File: config.mk
export PLATFORM = sky130hd
export DESIGN_NAME = imm_encoder
export DESIGN_NICKNAME = d
export VERILOG_FILES = /design/src/rtl/imm_encoder.sv
export SDC_FILE = /design/constraint.sdc
export NUM_CORES = 1
export LEC_CHECK = 0
export BUFFER_PORTS_ARGS = -buffer_cell sky130_fd_sc_hd__buf_2
export CAP_MARGIN = 10
export CELL_PAD_IN_SITES_DETAIL_PLACEMENT = 1
export CELL_PAD_IN_SITES_GLOBAL_PLACEMENT = 1
export CORE_MARGIN = 1
export CORE_UTILIZATION = 30
export CTS_BUF_LIST = sky130_fd_sc_hd__clkbuf_8
export CTS_CLUSTER_SIZE = 12
export DETAILED_ROUTE_END_ITERATION = 7
export HOLD_SLACK_MARGIN = 0.1
export PLACE_DENSITY = 0.66
export SYNTH_ARGS = -nofsm -noshare
export SYNTH_HDL_FRONTEND = slang
export SYNTH_SLANG_ARGS = --single-unit
export TNS_END_PERCENT = 100
File: constraint.sdc
create_clock -name clk -period 3.5 [get_ports clk]
set_input_delay 0 -clock clk [delete_from_list [all_inputs] [get_ports clk]]
set_output_delay 0 -clock clk [all_outputs]
set_load 0.005 [all_outputs]
File: src/rtl/imm_encoder.sv
// Iterative search for a rotated-immediate encoding {rot, imm8} of a 32-bit constant.
// Define IMM_ENC_DUAL_EN to test two rotations per search cycle (half the latency).
module imm_encoder (
  input  logic        clk,
  input  logic        reset,
  input  logic        StartE,
  input  logic [31:0] ValueE,
  input  logic        FlushE,
  output logic        BusyE,
  output logic        DoneE,
  output logic        FoundE,
  output logic [11:0] Imm12E,
  output logic [4:0]  CyclesE
);

  localparam int unsigned VW = 32;
  localparam int unsigned IW = 12;
  localparam int unsigned CW = 5;
  localparam int unsigned RW = 4;

  typedef enum logic [1:0] {IDLE, SEARCH, DONE} state_t;

  state_t        state_q, next_state;
  logic [VW-1:0] val_q, val_d;
  logic [RW-1:0] rot_q, rot_d;
  logic          busy_d, done_d, found_d;
  logic [IW-1:0] imm_d;
  logic [CW-1:0] cyc_d;

  logic          hit, last;
  logic [IW-1:0] hit_imm;
  logic [CW-1:0] hit_cyc, miss_cyc;
  logic [RW-1:0] rot_step;
  logic [VW-1:0] cand0;

  // Rotate left by 2*r via a doubled word, avoiding a shift-by-width corner case.
  function automatic logic [VW-1:0] rol2(input logic [VW-1:0] v, input logic [RW-1:0] r);
    logic [2*VW-1:0] d;
    d = {v, v} << {r, 1'b0};
    return d[2*VW-1:VW];
  endfunction

  assign cand0 = rol2(val_q, rot_q);

`ifdef IMM_ENC_DUAL_EN
  logic [RW-1:0] rot1;
  logic [VW-1:0] cand1;
  logic          hit0, hit1;

  assign rot1     = RW'(rot_q + RW'(1));
  assign cand1    = rol2(val_q, rot1);
  assign hit0     = (cand0[VW-1:8] == '0);
  assign hit1     = (cand1[VW-1:8] == '0);
  assign hit      = hit0 | hit1;
  // Lower rotation wins to keep the encoding canonical.
  assign hit_imm  = hit0 ? {rot_q, cand0[7:0]} : {rot1, cand1[7:0]};
  assign hit_cyc  = CW'(CW'(rot_q >> 1) + CW'(1));
  assign last     = (rot_q == RW'(14));
  assign miss_cyc = CW'(8);
  assign rot_step = RW'(2);
`else
  assign hit      = (cand0[VW-1:8] == '0);
  assign hit_imm  = {rot_q, cand0[7:0]};
  assign hit_cyc  = CW'(CW'(rot_q) + CW'(1));
  assign last     = (rot_q == RW'(15));
  assign miss_cyc = CW'(16);
  assign rot_step = RW'(1);
`endif

  // State and registered outputs.
  always_ff @(posedge clk or negedge reset) begin
    if (!reset) begin
      state_q <= IDLE;
      val_q   <= '0;
      rot_q   <= '0;
      BusyE   <= 1'b0;
      DoneE   <= 1'b0;
      FoundE  <= 1'b0;
      Imm12E  <= '0;
      CyclesE <= '0;
    end else begin
      state_q <= next_state;
      val_q   <= val_d;
      rot_q   <= rot_d;
      BusyE   <= busy_d;
      DoneE   <= done_d;
      FoundE  <= found_d;
      Imm12E  <= imm_d;
      CyclesE <= cyc_d;
    end
  end

  // Next-state logic; flush overrides everything.
  always_comb begin
    next_state = state_q;
    unique case (state_q)
      IDLE, DONE: next_state = (StartE && !FlushE) ? SEARCH : IDLE;
      SEARCH: begin
        if (FlushE)           next_state = IDLE;
        else if (hit || last) next_state = DONE;
      end
      default: next_state = IDLE;
    endcase
  end

  // Datapath and output next values.
  always_comb begin
    val_d   = val_q;
    rot_d   = rot_q;
    busy_d  = 1'b0;
    done_d  = 1'b0;
    found_d = FoundE;
    imm_d   = Imm12E;
    cyc_d   = CyclesE;
    unique case (state_q)
      IDLE, DONE: begin
        if (StartE && !FlushE) begin
          val_d  = ValueE;
          rot_d  = '0;
          cyc_d  = '0;
          busy_d = 1'b1;
        end
      end
      SEARCH: begin
        if (!FlushE) begin
          if (hit) begin
            found_d = 1'b1;
            imm_d   = hit_imm;
            cyc_d   = hit_cyc;
            done_d  = 1'b1;
          end else if (last) begin
            found_d = 1'b0;
            imm_d   = '0;
            cyc_d   = miss_cyc;
            done_d  = 1'b1;
          end else begin
            rot_d  = RW'(rot_q + rot_step);
            busy_d = 1'b1;
          end
        end
      end
      default: ;
    endcase
  end

endmodule

==> flow_summary.json <==
{
  "cts_root_buffer": "clkbuf_8",
  "cts_tree": "built",
  "synth_area_leaders": "dfrtp_1 38%, nand2_1 11%, mux4_2 10%",
  "setup_viol": 0,
  "syn_nets": 451,
  "fin_ws_ns": 0.1935,
  "synth_xor_area_share_pct": 0.4531,
  "ios": 56,
  "core_area_sq_um": 12570,
  "antenna_found_initial": 0,
  "area_delta_synth_final_pct": 27.99,
  "wl_per_cell_um": 16.94,
  "min_path_type": "in -> reg",
  "vias": 3438,
  "fp.dieW_um": 115.5,
  "cts_sinks": 58,
  "synth.area.mux_share_pct": 22.17,
  "cts_buffers": 9,
  "row_count": 41,
  "crit_family": "compound AO/OA/AOI/OAI gates",
  "arrival_ns": 3.56,
  "die_area_sq_um": 13340,
  "hold_viol_final": 0,
  "ant_nets": 0,
  "grt_usage_pct": 18.81,
  "grt_pass1_vias": 3580,
  "crit_type": "reg -> reg",
  "clkTransAtPathRegs_ns": 0.07,
  "cp_common_cell": "mux2_2",
  "rsz0062_at_grt": "no",
  "htree_levels": 3,
  "maxCapViolCount": 0,
  "grt_pass1_wl_um": 19110,
  "worst-path-buf-inv": 1,
  "drc": 0,
  "nets": 537,
  "required_ns": 3.75,
  "start_util_pct": 30.76,
  "vdd_drop_max_mv": 0.1990,
  "drt_first_pass_iters": 4,
  "die_h_um": 115.5,
  "fin_skew_ns": 0.01326,
  "powerDensity_nw_per_um2": 644.4,
  "startpoint_type": "flip-flop",
  "maxSlewHeadroom_pct": 37.94,
  "drtIter0Drc": 200,
  "drive_above_1_share_pct": 27.38,
  "fmax_mhz": 302.4,
  "cp_max_fo": 35,
  "synthArstFlopShare_pct": 100.0,
  "vias_per_cell": 5.086,
  "synthesis.area_sq_um": 3866,
  "syn_area_per_cell_sq_um": 9.339,
  "numPortBuffers": 55,
  "min_period_over_period_pct": 94.47,
  "yosysSeqAreaShare_pct": 37.54,
  "dp_slack_ns": 0.2080,
  "path_cells": "buf_12 -> mux2_2 -> mux2i_1 -> mux2_2 -> o21ai_1 -> or3b_1 -> a211o_1 -> a21o_1 -> a32o_1",
  "tightest_slew_ns": 0.9309,
  "clockBufferDepth": 2,
  "slew_violations": 0,
  "totalWireLength_um": 11450,
  "min_period_ns": 3.307,
  "synth_edf_count": 0,
  "syn_inst": 414,
  "tns_ns": 0,
  "yosys.area_share.simple_pct": 21.94,
  "routabilityCongestion": 0.8651,
  "diodes": 0,
  "synth.distinct_cells": 54,
  "overflow": 0,
  "slowest_stage": "dfrtp_2",
  "ys_ff_latch": 58,
  "synth_area_leader_cell": "dfrtp_1",
  "status": "finished, final reports clean",
  "ys.flop_type": "dfrtp_1",
  "ys_warn_count": 0,
  "synth_top_family_by_area": "multiplexers",
  "synth_top_cell_area_share_pct": 37.54,
  "synth-compound-area-share_pct": 12.62,
  "synth_fa_ha_area_share_pct": 0.3236,
  "grt_max_degree": 59,
  "leakagePower_nw": 2.259,
  "dpl.hpwl_um": 8231,
  "crit_path_max_incr_delay_ns": 0.54,
  "clock_latency_ns": 0.36,
  "end_kind": "flip-flop"
}
layout make-up:
type / instances / area [sq um]
repair buffers: 107 / 788.3
well taps: 172 / 215.2
inverters: 6 / 22.52
flip-flops and latches: 58 / 1454
clock buffers: 10 / 137.6
multi-input cells: 318 / 2228
fillers: 1455 / 7620
clock inverters: 5 / 102.6
registers in the layout, summed over array words and instances, names as in the netlist:
name and flops:
Imm12E 12, BusyE 1, FoundE 1, state_q 2
rot_q 4, val_q 32, CyclesE 5, DoneE 1
routing by layer:
layer | global-route usage (%) | vias up | wire length, um
met3 | 3.295 | 15 | 495
met5 | 0 | - | 0
met2 | 30.50 | 83 | 5405
met1 | 25.02 | 1687 | 5322
met4 | 7.273 | 0 | 225
li1 | - | 1653 | -
cells in the mapped netlist, drive strengths merged, types with 6 or more instances:
library cell,instances
mux4,18
mux2i,20
o21ai,15
nor3b,8
buf,15
a32o,6
clkbuf,17
nand3,6
nor3,11
nor2,25
a21oi,12
inv,6
mux2,22
nand2,113
dfrtp,58
a22o,11
power by group:
| group | switching [W] | internal [W] | leakage, nW | total [W] |
|---|---|---|---|---|
| combinational | 0.000741 | 0.000735 | 1.39 | 0.00148 |
| sequential | 0.000190 | 0.000757 | 0.751 | 0.000947 |
| clock | 0.000279 | 0.000487 | 0.118 | 0.000766 |
worst paths after layout:
path	endpoint	slack, ns	cells past startpoint	startpoint
max in group asynchronous	rot_q[1]$_DFFE_PN0P_	2.67	3	reset
setup reg to reg	CyclesE[3]$_DFFE_PN0P_	0.19	9	rot_q[1]$_DFFE_PN0P_
hold / removal	val_q[0]$_DFFE_PN0P_	0.30	5	StartE
setup / recovery	CyclesE[3]$_DFFE_PN0P_	0.19	9	rot_q[1]$_DFFE_PN0P_
hold reg to reg	FoundE$_DFFE_PN0P_	0.48	1	FoundE$_DFFE_PN0P_
min in group asynchronous	state_q[1]$_DFFE_PN0P_	0.32	3	reset
stage by stage:
stage	hold slack [ns]	power [W]	area [sq um]	std cells	util, %
floorplan	-0.2956	0.001976	3866	414	-
CTS	0.3154	0.003212	4949	676	39.37
detailed placement	0.1942	0.002405	4368	627	34.75
global placement	0.1810	0.002380	4368	627	34.75
global route	0.3400	0.003395	4949	676	39.37
finish	0.3023	0.003189	4949	676	39.37
worst min-delay path, stage by stage:
cell and delay, ns:
buf_2 0.10, nor3b_2 0.14, buf_4 0.23, nand2_1 0.11
nand2_1 0.04
kinds of logic (layout without fill, tap and decap cells):
kind of cell | count (synthesis) | count (layout)
adders and majority gates | 1 | 1
DFF | 58 | 58
muxes | 60 | 60
buffers and inverters | 38 | 128
and+or+nand+nor | 188 | 188
AOI/OAI and AO/OA | 67 | 67
xor gates and xnor gates | 2 | 2
timing repair:
action | 4_1_cts | 5_1_grt
endpoints found under the hold margin | 93 | 0
hold buffers | 34 | 0
resized for setup | 0 | 0
setup buffers | 0 | 0
cells in the final DEF, fill, tap and decap left out, types with 14 or more instances in the layout:
cell,netlist,routed
buf_4,3,15
mux2i_1,20,20
o21ai_0,14,14
dfrtp_1,58,56
nand2_1,113,113
nor2_1,24,24
buf_2,6,55
dlygate4sd3_1,0,34
mux2_2,21,21
mux4_2,18,18
(Power assumes the default switching activity.)
